--- src/rtl/hazard_control_unit.sv ---
// rtl/hazard_control_unit.sv - pipeline hazard controller: forwarding, load-use/mult-div interlock, branch flush
module hazard_control_unit #(
    parameter int REG_ADDR_W = 5,
    parameter int MULDIV_LAT = 4,
    parameter int CNT_W      = 32
) (
    input  logic                  Clk,
    input  logic                  Reset,
    input  logic [REG_ADDR_W-1:0] IDrs,
    input  logic [REG_ADDR_W-1:0] IDrt,
    input  logic                  IDUsesRt,
    input  logic                  IDIsMulDiv,
    input  logic                  IDReadsHiLo,
    input  logic [REG_ADDR_W-1:0] EXrs,
    input  logic [REG_ADDR_W-1:0] EXrt,
    input  logic [REG_ADDR_W-1:0] EXrd,
    input  logic                  EXMemRead,
    input  logic [REG_ADDR_W-1:0] MemRd,
    input  logic                  MemRegWrite,
    input  logic [REG_ADDR_W-1:0] WBrd,
    input  logic                  WBRegWrite,
    input  logic                  MemBranchTaken,
    output logic [1:0]            FwdCtrA,
    output logic [1:0]            FwdCtrB,
    output logic                  PCWrite,
    output logic                  IFIDWrite,
    output logic                  IDEXBubble,
    output logic                  IFIDFlush,
    output logic                  IDEXFlush,
    output logic                  EXMEMFlush,
    output logic                  MulDivBusy,
    output logic [CNT_W-1:0]      StallCycles
);

    // Down-counter wide enough to hold MULDIV_LAT.
    localparam int CW = $clog2(MULDIV_LAT + 1);
    localparam logic [CW-1:0] LAT_FULL = CW'(MULDIV_LAT);
    // While cnt is at or above this value the issuing op is still in EX/MEM.
    localparam logic [CW-1:0] LAT_YOUNG = CW'(MULDIV_LAT - 1);
    localparam logic [CW-1:0] CNT_ONE   = CW'(1);

    typedef enum logic {
        IDLE = 1'b0,
        BUSY = 1'b1
    } md_state_t;

    md_state_t       state;
    logic [CW-1:0]   cnt;

    logic [1:0]      fwd_a;
    logic [1:0]      fwd_b;
    logic            load_use;
    logic            muldiv_hazard;
    logic            stall;
    logic            issue;
    logic            cancel;

    // Operand A source select; MEM result is newer than WB, and $zero is never forwarded.
    always_comb begin
        fwd_a = 2'b00;
        if (MemRegWrite && (MemRd != '0) && (MemRd == EXrs)) begin
            fwd_a = 2'b01;
        end else if (WBRegWrite && (WBrd != '0) && (WBrd == EXrs)) begin
            fwd_a = 2'b10;
        end
    end

    // Operand B source select, same priority as operand A.
    always_comb begin
        fwd_b = 2'b00;
        if (MemRegWrite && (MemRd != '0) && (MemRd == EXrt)) begin
            fwd_b = 2'b01;
        end else if (WBRegWrite && (WBrd != '0) && (WBrd == EXrt)) begin
            fwd_b = 2'b10;
        end
    end

    // Hazard detection: a load in EX feeding ID, or a HI/LO user while mult/div is in flight.
    always_comb begin
        load_use      = EXMemRead && (EXrd != '0) &&
                        ((EXrd == IDrs) || (IDUsesRt && (EXrd == IDrt)));
        muldiv_hazard = MulDivBusy && (IDReadsHiLo || IDIsMulDiv);
        stall         = (load_use || muldiv_hazard) && !MemBranchTaken;
        issue         = IDIsMulDiv && !stall && !MemBranchTaken;
        cancel        = MemBranchTaken && (state == BUSY) && (cnt >= LAT_YOUNG);
    end

    // Pipeline control outputs; reset dominates, then branch flush, then stall.
    always_comb begin
        FwdCtrA    = fwd_a;
        FwdCtrB    = fwd_b;
        PCWrite    = 1'b1;
        IFIDWrite  = 1'b1;
        IDEXBubble = 1'b0;
        IFIDFlush  = 1'b0;
        IDEXFlush  = 1'b0;
        EXMEMFlush = 1'b0;
        if (Reset) begin
            FwdCtrA    = 2'b00;
            FwdCtrB    = 2'b00;
            PCWrite    = 1'b0;
            IFIDWrite  = 1'b0;
            IFIDFlush  = 1'b1;
            IDEXFlush  = 1'b1;
            EXMEMFlush = 1'b1;
        end else if (MemBranchTaken) begin
            IFIDFlush  = 1'b1;
            IDEXFlush  = 1'b1;
            EXMEMFlush = 1'b1;
        end else if (stall) begin
            PCWrite    = 1'b0;
            IFIDWrite  = 1'b0;
            IDEXBubble = 1'b1;
        end
    end

    // Mult/div busy tracker; a squashed young op releases the unit at once.
    always_ff @(posedge Clk or posedge Reset) begin
        if (Reset) begin
            state      <= IDLE;
            cnt        <= '0;
            MulDivBusy <= 1'b0;
        end else begin
            case (state)
                IDLE: begin
                    if (issue) begin
                        state      <= BUSY;
                        cnt        <= LAT_FULL;
                        MulDivBusy <= 1'b1;
                    end
                end
                BUSY: begin
                    if (cancel || (cnt <= CNT_ONE)) begin
                        state      <= IDLE;
                        cnt        <= '0;
                        MulDivBusy <= 1'b0;
                    end else begin
                        cnt        <= cnt - CNT_ONE;
                        MulDivBusy <= 1'b1;
                    end
                end
                default: begin
                    state      <= IDLE;
                    cnt        <= '0;
                    MulDivBusy <= 1'b0;
                end
            endcase
        end
    end

    // Saturating count of cycles in which the PC is held.
    always_ff @(posedge Clk or posedge Reset) begin
        if (Reset) begin
            StallCycles <= '0;
        end else if (!PCWrite && (StallCycles != '1)) begin
            StallCycles <= StallCycles + CNT_W'(1);
        end
    end

endmodule
--- config.mk ---
export PLATFORM = sky130hd
export DESIGN_NAME = hazard_control_unit
export DESIGN_NICKNAME = d
export VERILOG_FILES = /design/src/rtl/hazard_control_unit.sv
export SDC_FILE = /design/constraint.sdc
export NUM_CORES = 1
export LEC_CHECK = 0
export CAP_MARGIN = 20
export CORE_MARGIN = 10
export CORE_UTILIZATION = 30
export DETAILED_ROUTE_END_ITERATION = 7
export PLACE_DENSITY = 0.64
export SYNTH_ARGS = -nofsm -noshare
export SYNTH_HDL_FRONTEND = slang
export SYNTH_SLANG_ARGS = --single-unit
--- constraint.sdc ---
create_clock -name Clk -period 4.74 [get_ports Clk]
set_clock_uncertainty 0.1 [all_clocks]
set_input_delay 0.474 -clock Clk [delete_from_list [all_inputs] [get_ports Clk]]
set_output_delay 0.474 -clock Clk [all_outputs]
set_load 0.03 [all_outputs]
==> impl_results.md <==
* Maximum buffer depth of the clock tree at 2
* Row Count at 31
* Worst Slack Setup Final at 1.170 ns
* Worst-Margin Slew at 0.5457 ns
* Crit Reg-Reg Endpoint: StallCycles[21]
* Leading cell type in the layout, fill and taps excluded: sky130_fd_sc_hd__clkdlybuf4s50_1
* Yosys cell types at 39
* Antenna violations before repair at 0
* Clock root buffer master: sky130_fd_sc_hd__clkbuf_8
* Largest area contributor in the netlist: sky130_fd_sc_hd__dfrtp_1
* Instance area after placement at 3247 sq um
* Total gr overflow at 0
* Max Cap Viol at 0
* Slew Limit Fails at 0
* Number of H-tree branching levels at 2
* Vias in the first global route at 2112
* Leakage power of the design at 1.382 nW
* Post-synthesis instance area at between 2000 and 2500 sq um
* First-pass DRT Iterations at 4
* Power density cells at 307.2 nW/um^2
* Total clock sinks at 37
* I/O pin count at a little under 90
* Most frequent cells in the layout: sky130_fd_sc_hd__clkdlybuf4s50_1, sky130_fd_sc_hd__dfrtp_1, sky130_fd_sc_hd__xnor2_1
* Outcome: finished clean
* Overall power of the completed layout at 0.001024 W
* Fill cell total of the finished layout at 727
* Register bit count reported by yosys at 37
* Minimum setup slack among reg-to-reg paths at 2.07 ns
* Worst hold path startpoint: StallCycles[17]
* Area of all placed cells without fillers at roughly 3300 sq um
* Initial DRC count at 68
* X dimension of the die at 107.7 um
* Net count of the finished layout at 376
* Routed wire length at 6370 um
* Post-detailed-placement half-perimeter wirelength at between 5000 and 6000 um
* Placer congestion estimate at around 0.77
* Clock slew at reported path FFs at 0.07 ns
* Synth area leaders: sky130_fd_sc_hd__dfrtp_1, sky130_fd_sc_hd__xnor2_1, sky130_fd_sc_hd__xor2_1
* Summed negative setup slack over all endpoints at 0 ns
* Buffers inserted by post-CTS timing repair at 0
* Total setup violations reported at the end of the flow at 0
* Final worst hold slack at 0.3902 ns
* Fraction of the yosys area taken by sequential cells at about two fifths
* Clock tree from TritonCTS: yes
* Min-Delay Path Class: reg -> reg
* Via Count at 2048
* Period Utilization, post-route at 75.33%
* Area of the multi-input gates at 1295 sq um
* Chip height at 107.7 um
* Total routing usage reported by global routing at 11.06%
* Core Region at about 7400 sq um
* Data arrival, critical path at 3.00 ns
* FF-to-FF path depth at 8
* Critical Path Fanout Max at 4
* Worst-case hold path end point: StallCycles[17]
* Relative slew margins at 63.52%
* Number of nets produced by synthesis at 291
* Number of buffer cells added on primary ports at 86
* FMAX at 280.1 MHz
* Worst setup EP type: output port
* Hold buffer count at cts at 0
* Req. time, crit path at 4.17 ns
* Setup repair after global routing missed its margin: no
* Post-DRT Antenna Nets at 0
* Area share of the largest cell type after synthesis at 40.13%
* Routed wirelength normalized by instance count at 14.92 um
* Pin count of the biggest net entering global routing at 39
* Area taken by flip-flops and latches at 925.9 sq um
* Critical path launch point type: primary input
* Initial core utilization at 31.31%
* Ratio of cells with drive above 1 in the final layout at 4.268%
* Startpoint of the lowest-slack register-to-register path: StallCycles[0]
* Post-synthesis to final-layout area growth at 44.47%
* Post-CTS sizing at 0
* Final antenna diode count at 0
* Worst setup path category: in -> out
* CTS buffer count at 5
* Synthesized area divided by synthesized cell count at 9.495 sq um
* Wire length of the first global-routing pass at 10410 um
* Time the final worst path needs with I/O delays and setup at 3.570 ns
* Peak supply drop at 170.4 uV
* Post-placement setup slack at 1.160 ns
* Insertion delay to the later sink of the worst-skew pair at about 0.29 ns
* Count of yosys warnings during synthesis at 0
* Number of hold-slack violations in the final timing report at 0
* Total DRC errors in the routed layout at 0
* Hold depth at 1
* Die outline area at 11600 sq um
* Number of vias per cell at 4.796
* Post-synthesis instance total at 243
area by class of cell:
cell class | instances | share of cell area [%]
Clock buffer | 7 | 2.590
Inverter | 7 | 0.7883
Multi-Input combinational cell | 189 | 38.85
Sequential cell | 37 | 27.78
Tap cell | 99 | 3.716
Timing Repair Buffer | 88 | 26.28
kinds of logic (layout without fill, tap and decap cells):
| group | count (synthesis) | after routing | synth area share [%] |
|---|---|---|---|
| buf+inv | 17 | 102 | 3.742 |
| simple gates | 103 | 103 | 25.05 |
| flops | 37 | 37 | 40.13 |
| mux | 1 | 1 | 0.4880 |
| xor+xnor | 60 | 60 | 22.78 |
| fa+ha+maj | 4 | 4 | 2.169 |
| compound gates | 21 | 21 | 5.641 |
state kept, by name (all words and copies together) (netlist names):
name and cells:
StallCycles 32, cnt 3, MulDivBusy 1, state 1
through the flow:
stage	instances	utilization, %
2_1_floorplan	243	-
3_3_place_gp	420	44.06
3_5_place_dp	420	44.06
4_1_cts	427	45.23
5_1_grt	427	45.23
6_report	427	45.23
metal layers:
metal / track usage [%] / wire, um / vias up
li1: - / - / 1017
met1: 12.38 / 2644 / 959
met2: 18.39 / 3085 / 65
met3: 5.389 / 571 / 7
met4: 2.767 / 69 / 0
met5: 0 / 0 / -
power by group:
part	internal, W	switching, W	total (W)
Clock	0.000115	0.000108	0.000223
Combinational	0.000174	0.000207	0.000381
Sequential	0.000363	0.0000575	0.000421
Total	0.000652	0.000372	0.00102
worst max-delay path by stage:
stage | slack, ns | from | cells after the start | to
after floorplan | 1.22 | Reset | 4 | FwdCtrA[1]
after global placement | 1.22 | MemRd[1] | 6 | FwdCtrB[1]
after detailed placement | 1.16 | MemRd[1] | 6 | FwdCtrA[1]
after CTS | 1.16 | MemRd[1] | 6 | FwdCtrA[1]
after global routing | 1.05 | MemRd[2] | 6 | FwdCtrB[1]
final | 1.17 | MemRd[1] | 6 | FwdCtrB[1]
worst max-delay path, stage by stage:
cell,delay (ns)
sky130_fd_sc_hd__clkdlybuf4s50_1,0.46
sky130_fd_sc_hd__or4_1,0.52
sky130_fd_sc_hd__o21ai_0,0.35
sky130_fd_sc_hd__nor3_1,0.12
sky130_fd_sc_hd__nor4_1,0.33
sky130_fd_sc_hd__clkdlybuf4s50_1,0.74
synthesized netlist by cell type (all sizes together):
| library cell | count |
|---|---|
| inv | 7 |
| a211oi | 1 |
| nand3 | 19 |
| or4 | 5 |
| o211ai | 1 |
| o221ai | 2 |
| o2bb2ai | 1 |
| nor3b | 1 |
| nor4b | 1 |
| nor4 | 7 |
| o21ai | 8 |
| o22ai | 1 |
| dfrtp | 37 |
| nor2 | 11 |
| nand4 | 9 |
| nand2b | 3 |
| xor2 | 27 |
| mux2 | 1 |
| a21oi | 3 |
| or2 | 2 |
| and3 | 5 |
| and4 | 2 |
| nand2 | 21 |
| nor3 | 15 |
| o21a | 1 |
| xnor2 | 33 |
| a21o | 1 |
| a31oi | 2 |
| clkbuf | 2 |
| buf | 8 |
| or3 | 2 |
| ha | 4 |
Power figures use the tool's default switching activity.
